==> src/rtl/lfsr_stats_pkg.sv <==
// Shared widths and the saturating-increment rule used by the LFSR statistics counters.
package lfsr_stats_pkg;

  localparam int CNT_W_DEFAULT = 13;
  localparam int RUN_W_DEFAULT = 13;

  // Increment within the low `width` bits; the all-ones value holds instead of wrapping.
  function automatic logic [31:0] sat_inc(input logic [31:0] value, input int width);
    logic [31:0] max_val;
    max_val = (width >= 32) ? 32'hFFFF_FFFF : ((32'd1 << width) - 32'd1);
    return (value >= max_val) ? max_val : value + 32'd1;
  endfunction

endpackage

==> src/rtl/lfsr_stats_counter_run_tracker.sv <==
// Longest-run tracker for a sampled bit stream; outputs already include the current cycle's
// sample so the parent can capture period results on the same edge that clears this state.
module run_tracker
  import lfsr_stats_pkg::*;
#(
  parameter int RUN_W = RUN_W_DEFAULT
) (
  input  logic             clk,
  input  logic             rst_n,
  input  logic             sample,
  input  logic             sample_bit,
  input  logic             clear,
  output logic [RUN_W-1:0] max_run1,
  output logic [RUN_W-1:0] max_run0,
  output logic             sat
);

  localparam logic [RUN_W-1:0] RUN_MAX = '1;

  logic             last_bit_reg;
  logic             last_bit_next;
  logic             run_active_reg;
  logic             run_active_next;
  logic [RUN_W-1:0] cur_run_reg;
  logic [RUN_W-1:0] cur_run_next;
  logic [RUN_W-1:0] max_run1_reg;
  logic [RUN_W-1:0] max_run1_next;
  logic [RUN_W-1:0] max_run0_reg;
  logic [RUN_W-1:0] max_run0_next;

  always_comb begin
    last_bit_next   = last_bit_reg;
    run_active_next = run_active_reg;
    cur_run_next    = cur_run_reg;
    max_run1_next   = max_run1_reg;
    max_run0_next   = max_run0_reg;
    if (sample) begin
      last_bit_next   = sample_bit;
      run_active_next = 1'b1;
      if (run_active_reg && (sample_bit == last_bit_reg)) begin
        cur_run_next = RUN_W'(sat_inc(32'(cur_run_reg), RUN_W));
      end else begin
        cur_run_next = RUN_W'(1);
      end
      if (sample_bit && (cur_run_next > max_run1_reg)) begin
        max_run1_next = cur_run_next;
      end
      if (!sample_bit && (cur_run_next > max_run0_reg)) begin
        max_run0_next = cur_run_next;
      end
    end
  end

  assign max_run1 = max_run1_next;
  assign max_run0 = max_run0_next;
  // Only a fresh sample can push the run to all-ones; the parent keeps the sticky flag.
  assign sat      = sample && (cur_run_next == RUN_MAX);

  always_ff @(posedge clk) begin
    if (!rst_n || clear) begin
      last_bit_reg   <= 1'b0;
      run_active_reg <= 1'b0;
      cur_run_reg    <= '0;
      max_run1_reg   <= '0;
      max_run0_reg   <= '0;
    end else begin
      last_bit_reg   <= last_bit_next;
      run_active_reg <= run_active_next;
      cur_run_reg    <= cur_run_next;
      max_run1_reg   <= max_run1_next;
      max_run0_reg   <= max_run0_next;
    end
  end

endmodule

==> src/rtl/lfsr_stats_counter.sv <==
// Per-period ones/zeros/longest-run statistics for an LFSR output bit, with a single-entry
// result register handed to a consumer via valid/ack and a sticky overrun flag.
module lfsr_stats_counter
  import lfsr_stats_pkg::*;
#(
  parameter int CNT_W = CNT_W_DEFAULT,
  parameter int RUN_W = RUN_W_DEFAULT
) (
  input  logic             clk,
  input  logic             rst_n,
  input  logic             en,
  input  logic             bit_in,
  input  logic             max_tick,
  input  logic             res_ack,
  output logic [CNT_W-1:0] ones_count,
  output logic [CNT_W-1:0] zeros_count,
  output logic [CNT_W-1:0] res_ones,
  output logic [CNT_W-1:0] res_zeros,
  output logic [RUN_W-1:0] res_run1,
  output logic [RUN_W-1:0] res_run0,
  output logic             res_sat,
  output logic             res_valid,
  output logic             overrun
);

  localparam logic [CNT_W-1:0] CNT_MAX = '1;

  logic [CNT_W-1:0] ones_reg;
  logic [CNT_W-1:0] ones_next;
  logic [CNT_W-1:0] zeros_reg;
  logic [CNT_W-1:0] zeros_next;
  logic             sat_reg;
  logic             sat_next;
  logic [RUN_W-1:0] run1_next;
  logic [RUN_W-1:0] run0_next;
  logic             run_sat;

  logic [CNT_W-1:0] res_ones_reg;
  logic [CNT_W-1:0] res_zeros_reg;
  logic [RUN_W-1:0] res_run1_reg;
  logic [RUN_W-1:0] res_run0_reg;
  logic             res_sat_reg;
  logic             res_valid_reg;
  logic             overrun_reg;

  run_tracker #(
    .RUN_W(RUN_W)
  ) u_run_tracker (
    .clk       (clk),
    .rst_n     (rst_n),
    .sample    (en),
    .sample_bit(bit_in),
    .clear     (max_tick),
    .max_run1  (run1_next),
    .max_run0  (run0_next),
    .sat       (run_sat)
  );

  always_comb begin
    ones_next  = ones_reg;
    zeros_next = zeros_reg;
    if (en) begin
      if (bit_in) begin
        ones_next = CNT_W'(sat_inc(32'(ones_reg), CNT_W));
      end else begin
        zeros_next = CNT_W'(sat_inc(32'(zeros_reg), CNT_W));
      end
    end
    sat_next = sat_reg || run_sat || (ones_next == CNT_MAX) || (zeros_next == CNT_MAX);
  end

  always_ff @(posedge clk) begin
    if (!rst_n) begin
      ones_reg      <= '0;
      zeros_reg     <= '0;
      sat_reg       <= 1'b0;
      res_ones_reg  <= '0;
      res_zeros_reg <= '0;
      res_run1_reg  <= '0;
      res_run0_reg  <= '0;
      res_sat_reg   <= 1'b0;
      res_valid_reg <= 1'b0;
      overrun_reg   <= 1'b0;
    end else begin
      if (max_tick) begin
        ones_reg  <= '0;
        zeros_reg <= '0;
        sat_reg   <= 1'b0;
      end else begin
        ones_reg  <= ones_next;
        zeros_reg <= zeros_next;
        sat_reg   <= sat_next;
      end

      // An ack in the same cycle frees the slot, so the new period result replaces the old one.
      if (max_tick) begin
        if (!res_valid_reg || res_ack) begin
          res_ones_reg  <= ones_next;
          res_zeros_reg <= zeros_next;
          res_run1_reg  <= run1_next;
          res_run0_reg  <= run0_next;
          res_sat_reg   <= sat_next;
          res_valid_reg <= 1'b1;
        end else begin
          overrun_reg <= 1'b1;
        end
      end else if (res_valid_reg && res_ack) begin
        res_valid_reg <= 1'b0;
      end
    end
  end

  assign ones_count  = ones_reg;
  assign zeros_count = zeros_reg;
  assign res_ones    = res_ones_reg;
  assign res_zeros   = res_zeros_reg;
  assign res_run1    = res_run1_reg;
  assign res_run0    = res_run0_reg;
  assign res_sat     = res_sat_reg;
  assign res_valid   = res_valid_reg;
  assign overrun     = overrun_reg;

endmodule

==> config.mk <==
export PLATFORM = sky130hd
export DESIGN_NAME = lfsr_stats_counter
export DESIGN_NICKNAME = d
export VERILOG_FILES = /design/src/rtl/lfsr_stats_pkg.sv /design/src/rtl/lfsr_stats_counter_run_tracker.sv /design/src/rtl/lfsr_stats_counter.sv
export SDC_FILE = /design/constraint.sdc
export NUM_CORES = 1
export LEC_CHECK = 0
export CAP_MARGIN = 15
export CELL_PAD_IN_SITES_DETAIL_PLACEMENT = 1
export CELL_PAD_IN_SITES_GLOBAL_PLACEMENT = 2
export CORE_ASPECT_RATIO = 0.9
export CORE_MARGIN = 2
export CORE_UTILIZATION = 29
export DETAILED_ROUTE_END_ITERATION = 7
export GPL_ROUTABILITY_DRIVEN = 0
export PLACE_DENSITY = 0.8
export SLEW_MARGIN = 20
export SYNTH_ARGS = -nofsm -noshare
export SYNTH_HDL_FRONTEND = slang
export SYNTH_SLANG_ARGS = --single-unit
==> constraint.sdc <==
create_clock -name clk -period 4.6 [get_ports clk]
set_clock_uncertainty 0.05 [all_clocks]
set_input_delay 0.92 -clock clk [delete_from_list [all_inputs] [get_ports clk]]
set_output_delay 0.92 -clock clk [all_outputs]
set_load 0.02 [all_outputs]
; Word-level counts from Yosys, hierarchy flattened
; Index checks and enable logic that the tools add are counted.
[classes]
add_sub_neg = 3
eq_ne = 5
n_reduce_logical = 18
n_mux = 17
n_lt_le_gt_ge = 5
n_bitwise = 2
[ops]
columns = op, n
row1 = 2-to-1 mux 13 bit, 14
row2 = "adder 13 x 1 -> 13 bit, second input constant", 3
row3 = "== test 13 bit, second input constant", 3
row4 = "greater-or-equal comparator 13 bit, second input constant", 3
row5 = greater-than comparator 13 bit, 2
row6 = AND reduction 2 bit, 3
row7 = logical AND 1 bit, 5
row8 = logical OR 1 bit, 5
row9 = zero test 1 bit, 3
row10 = 2-to-1 mux 1 bit, 3
row11 = "inequality test 2 x 1 -> 1 bit, second input constant", 1
row12 = NOT 1 bit, 2
row13 = nonzero test 2 bit, 1
row14 = OR reduction 2 bit, 1
row15 = == test 1 bit, 1
[totals]
out_inout_bits = 81
regBits = 123
inputBits = 6

; Depth between registers and ports, before layout
[logic_depth]
depth_word = 10
depth_mapped = 16
ltp_nobuf = 12

; Hierarchy
; A second synthesis with hierarchy kept.
[hier_totals]
cells_unflattened = 786
hier_area_um2 = 6650.1
[by_module_without_submodules]
columns = mod, area_per_inst_um2, n_inst, cells_each, seq_area_each_um2
row1 = lfsr_stats_counter, 3498.4, 1, 422, 1641.6
row2 = run_tracker, 3151.8, 1, 364, 820.8

; Worst setup path after synthesis
; Ideal clock, no wire load.
[synth_timing]
kind = input -> register
start = input port bit_in
end = register res_run1_reg[5] (netlist: res_run1[5])
arrival_ps = 3762
cell_stages = 12
path_buffers = 2
setup_ps = 132
setup_slack_ps = 655
cell_sequence = xnor2_1 nand2_1 clkbuf_1 a211oi_1 ha_1 a21o_1 a21oi_1 o21ai_0 o31ai_2 buf_2 mux2i_1 a21oi_1
[synth_via]
elab_chain_len = 8
[synth_rtl]
columns = element, line_no
row1 = start: declaration, lfsr_stats_counter.sv:12  ; input logic bit_in,
row2 = == test 1 bit, lfsr_stats_counter_run_tracker.sv:40  ; if (run_active_reg && (sample_bit == last_bit_reg)) begin
row3 = logical AND 1 bit, lfsr_stats_counter_run_tracker.sv:40
row4 = 2-to-1 mux 13 bit, lfsr_stats_counter_run_tracker.sv:40
row5 = 2-to-1 mux 13 bit, lfsr_stats_counter_run_tracker.sv:37  ; if (sample) begin
row6 = greater-than comparator 13 bit, lfsr_stats_counter_run_tracker.sv:45  ; if (sample_bit && (cur_run_next > max_run1_reg)) begin
row7 = logical AND 1 bit, lfsr_stats_counter_run_tracker.sv:45
row8 = 2-to-1 mux 13 bit *, lfsr_stats_counter_run_tracker.sv:45
row9 = 2-to-1 mux 13 bit *, lfsr_stats_counter_run_tracker.sv:37
row10 = end signal: assignment, lfsr_stats_counter.sv:100  ; res_run1_reg <= run1_next;
row11 = end: declaration, lfsr_stats_counter.sv:40  ; logic [RUN_W-1:0] res_run1_reg;
; Every way passes the cells marked *; elsewhere a longest branch is shown, timed or not. The select of a mux whose other input is x is not followed.
; A chain may end at the register's enable or synchronous reset.

; Worst setup path in the final report
[layout_timing]
start = register u_run_tracker.cur_run_reg[2]
end = register res_run0_reg[1] (netlist: res_run0[1])
[layout_via]
elab_chain_len = 8
word_cells_on_any_way = 9
cone_classes = add/sub (1) / order compare (2) / mux (5) / reduce/logical (1)
[layout_rtl]
columns = element, line_no
row1 = start: declaration, lfsr_stats_counter_run_tracker.sv:24  ; logic [RUN_W-1:0] cur_run_reg;
row2 = start signal: assignment, lfsr_stats_counter_run_tracker.sv:69  ; cur_run_reg <= cur_run_next;
row3 = adder 13 x 1 -> 13 bit / greater-or-equal comparator 13 bit (equally long branches), lfsr_stats_pkg.sv:11  ; return (value >= max_val) ? max_val : value + 32'd1;
row4 = 2-to-1 mux 13 bit *, lfsr_stats_pkg.sv:11
row5 = 2-to-1 mux 13 bit *, lfsr_stats_counter_run_tracker.sv:40
row6 = 2-to-1 mux 13 bit *, lfsr_stats_counter_run_tracker.sv:37
row7 = greater-than comparator 13 bit, lfsr_stats_counter_run_tracker.sv:48  ; if (!sample_bit && (cur_run_next > max_run0_reg)) begin
row8 = logical AND 1 bit, lfsr_stats_counter_run_tracker.sv:48
row9 = 2-to-1 mux 13 bit *, lfsr_stats_counter_run_tracker.sv:48
row10 = 2-to-1 mux 13 bit *, lfsr_stats_counter_run_tracker.sv:37
row11 = end signal: assignment, lfsr_stats_counter.sv:101  ; res_run0_reg <= run0_next;
row12 = end: declaration, lfsr_stats_counter.sv:41  ; logic [RUN_W-1:0] res_run0_reg;
; Marks and branches as above.

==> results.txt <==
The post-detailed-route count of antenna-violating nets is 0, and the logic depth of the worst register-to-register path is 12. The quantity of I/O buffers inserted on ports is 86, and the floorplan core area is 20800 sq um. The logs give 30.1 mm for the global-route wire length before repair and 2 for the number of buffers on the longest clock path.

The tools report the post-layout net count as 848. After synthesis the netlist holds a flip-flop and latch count of 123. Relative to the synthesized area, the layout overhead comes to 30.6%.

Entering global routing, the biggest net connects 62 pins. Walking the worst path, the cells encountered are and4_1 > o2111ai_1 > a21oi_1 > ha_1 > nand3_1 > o22ai_1 > nor2_1 > o21a_1 > a211oi_2 > buf_4 > mux2i_1 > a21oi_1. The worst path in the final design needs a cycle of 3990 ps, including I/O delays and setup. The most used flip-flop cell after synthesis is dfxtp_1. The clock slew seen by the registers of the worst setup and hold paths works out to 60 ps.

The number of setup buffers added after CTS is 0. Global routing finished with a remaining overflow of 0. The maximum cell stage delay along the critical path was 690 ps; the total via count after detailed routing was 5529. The initial DRC count came out at 236.

The standby leakage power is 2.99 nW. The run gives 4230 ps as the arrival time at the worst endpoint. STA classifies the critical path endpoint as a flop. The slew of the pin with the lowest slew margin works out to 986 ps.

The net count of the mapped netlist is 767. The number of cell rows came out at 50. Dividing the detail-routed via count by the number of cells gives 4.97.

The HPWL after detailed placement is 13.0 mm. The number of antenna violations at the first check in global routing was 0. The number of antenna diodes came out at 0.

After layout, the worst path uses 86.7% of the clock period. The standard cell with the maximum stage delay on the critical path was a21oi_1. The start of the worst register-to-register path is u_run_tracker.cur_run_reg[2]. The clock tree synthesis step divided the H-tree into 4 levels. The logs give 610 ps for the reg-to-reg setup timing slack and 251 MHz for the peak clock frequency supported by timing. The power density of the placed cells was 352 nW/um^2; the top-level port count was 87. For the number of global-route vias before repair, the log shows 5643.

Kind of start point of the critical path: a flop. The tools report the combined global-route utilization of all metal layers as 17.2%. Headroom to the max-slew limit came out at 34.2%. Sorting the synthesized cells by area gives the leading types as dfxtp_1 (40%), nor2_1 (7.5%), ha_1 (5.9%). The logs give 4840 ps for the critical path data required time and 0 for the number of endpoints with negative hold slack in the final report. Along the worst path, the maximum fanout reaches 12. The path class of the tightest hold or removal check is flop to flop. For this block, the routed nets add up to 18.3 mm of wire. The most common cell type on the critical path is a21oi_1. The endpoint of the worst-slack reg-to-reg timing path is res_run0[1]. The clock drives 123 sinks.

The synthesized design contains 0 enable-type register cells. The average cell area after synthesis is 8.36 sq um. The launch instance of the worst min-delay path was res_ones[3]. TritonCTS created 17 clock buffers. Setup repair after global routing left no endpoint under its margin. In this run the cell area of the synthesized design comes to 6120 sq um. After detailed routing, the number of remaining DRC violations is 0.

Of the cells placed in the final design, the portion with a size suffix greater than 1 is 8.11%. TritonCTS built the clock tree. The final-report max-slew violation count was 0. For the final routed database, the setup TNS stands at 0 ps. The fraction of registers with async set/reset was 0%. IR analysis of the VDD net gives a maximum drop of 0.000263 V. Clock latency on the worst-skew pair, taken at its later pin, is 420 ps. The floorplan die width was 157 um; the filler cell count was 2487. The design draws 2.81 mW. The floorplan step set the die height to 142 um.

Max-cap violations in this run came to 0. Yosys printed 0 warnings. Setup violations remaining at the end of the flow were counted as 0. The logs give 4 for the iteration count of the initial detailed-routing pass and 29.4% for the initial core utilization. The number of buffers inserted by hold repair at cts came out at 0.

The synthesized design spends more area on one cell type than any other, namely dfxtp_1. Count of cell types in the netlist: 59. The critical setup path kind was flop to flop. The post-synthesis instance total was 732; the number of cells upsized or downsized after cts was 0.

Cell at the root of the clock tree: clkbuf_16. For the final core area utilization, the log shows 38.4%. After synthesis, the largest area contributor takes up 40.3% of total cell area.

The number of cells traversed by the worst hold path works out to 2. For hold timing, the worst endpoint is res_ones[3]. The flow ran to the end, and the final reports show no timing, DRC or antenna violations. The floorplan die area was 22300 sq um.

Dividing the detail-routed wire length by the instance count gives 16.4 um. The share of the yosys chip area belonging to registers was 40.3%.
cells in the mapped netlist, drive strengths merged, types with 4 or more instances:
cell type  number
a211oi         29
o211ai          4
o31ai           5
nand3          20
xnor2          13
a21oi          63
and3            9
inv            35
nor3            8
and2            9
a31oi           5
o21a            5
o21ai          35
clkbuf         38
nand4          15
nand2          34
a21o            7
nand4b          5
nor2          123
ha             29
nor2b           8
and4            5
xor2           12
buf            11
or3             6
mux2i          33
dfxtp         123
nand2b          4
nor4            6
layer usage:
layer	share of wire, %	vias up	track usage [%]
met5	0	-	0
li1	-	2760	-
met3	2.8	14	4.06
met4	0.99	0	4.69
met1	51	2688	23.8
met2	45	67	26.8
where the power goes:
| group | total [mW] | internal, mW | switching (mW) |
|---|---|---|---|
| Sequential | 1.12 | 1.10 | 0.0187 |
| Combinational | 0.224 | 0.0922 | 0.132 |
| Clock | 1.47 | 0.992 | 0.479 |
critical path: cells and delay by family (launching register included):
kind | cells | cell delay (ps)
adders and majority gates | 1 | 240
buffers and inverters | 1 | 240
and+or+nand+nor | 3 | 620
muxes | 1 | 280
DFF | 1 | 560
AOI/OAI and AO/OA | 6 | 1870
worst max-delay path by stage:
stage,depth (start not counted),from,to
final,12,u_run_tracker.cur_run_reg[2],res_run0[1]
after global routing,12,u_run_tracker.cur_run_reg[2],res_run0[1]
after CTS,12,u_run_tracker.cur_run_reg[2],res_run0[1]
after detailed placement,14,bit_in,res_run1[9]
after global placement,14,bit_in,res_run1[7]
after floorplan,12,bit_in,res_run1[5]
logic make-up (layout without fill, tap and decap cells):
group                    count (synthesis)  in the layout  share of synthesized area (%)
AND/OR/NAND/NOR                        265            265                           21.3
multiplexers                            33             33                           5.40
XOR/XNOR                                25             25                           3.58
buffers and inverters                   84            178                           5.75
flip-flops                             123            123                           40.3
AO/OA/AOI/OAI                          173            173                           17.8
adder cells (fa/ha/maj)                 29             29                           5.93
area by class of cell:
cell class                      count  area (sq um)  share of cell area, %
Sequential cell                   123          2460                   30.8
Tap cell                          286           358                   4.48
Inverter                           35           131                   1.65
Multi-Input combinational cell    525          3310                   41.5
Clock buffer                       26           519                   6.50
Clock inverter                      6           130                   1.63
Timing Repair Buffer              111          1070                   13.4
metrics by stage:
stage	setup WS (ps)	instances	cell area, sq um	hold WS, ps
6_report	614	1112	7990	408
5_1_grt	216	1112	7990	439
4_1_cts	591	1112	7990	406
3_5_place_dp	255	1080	7340	399
3_3_place_gp	320	1080	7340	395
2_1_floorplan	655	732	6120	413
placed cells by master, fill, tap and decap left out, types with 5 or more instances in the layout:
cell             count
dfxtp_1            123
nor2_1             122
clkdlybuf4s50_1     86
a21oi_1             63
inv_1               35
o21ai_0             35
nand2_1             34
mux2i_1             33
ha_1                29
a211oi_1            28
buf_4               23
nand3_1             20
clkbuf_16           17
nand4_1             15
xnor2_1             13
xor2_1              12
and3_1               9
nor2b_1              8
nor3_1               8
and2_1               7
a21o_1               7
or3_1                6
nor4_1               6
clkbuf_8             6
nand4b_1             5
o21a_1               5
a31oi_1              5
and4_1               5
No activity file was read; power rests on OpenSTA's default activity.
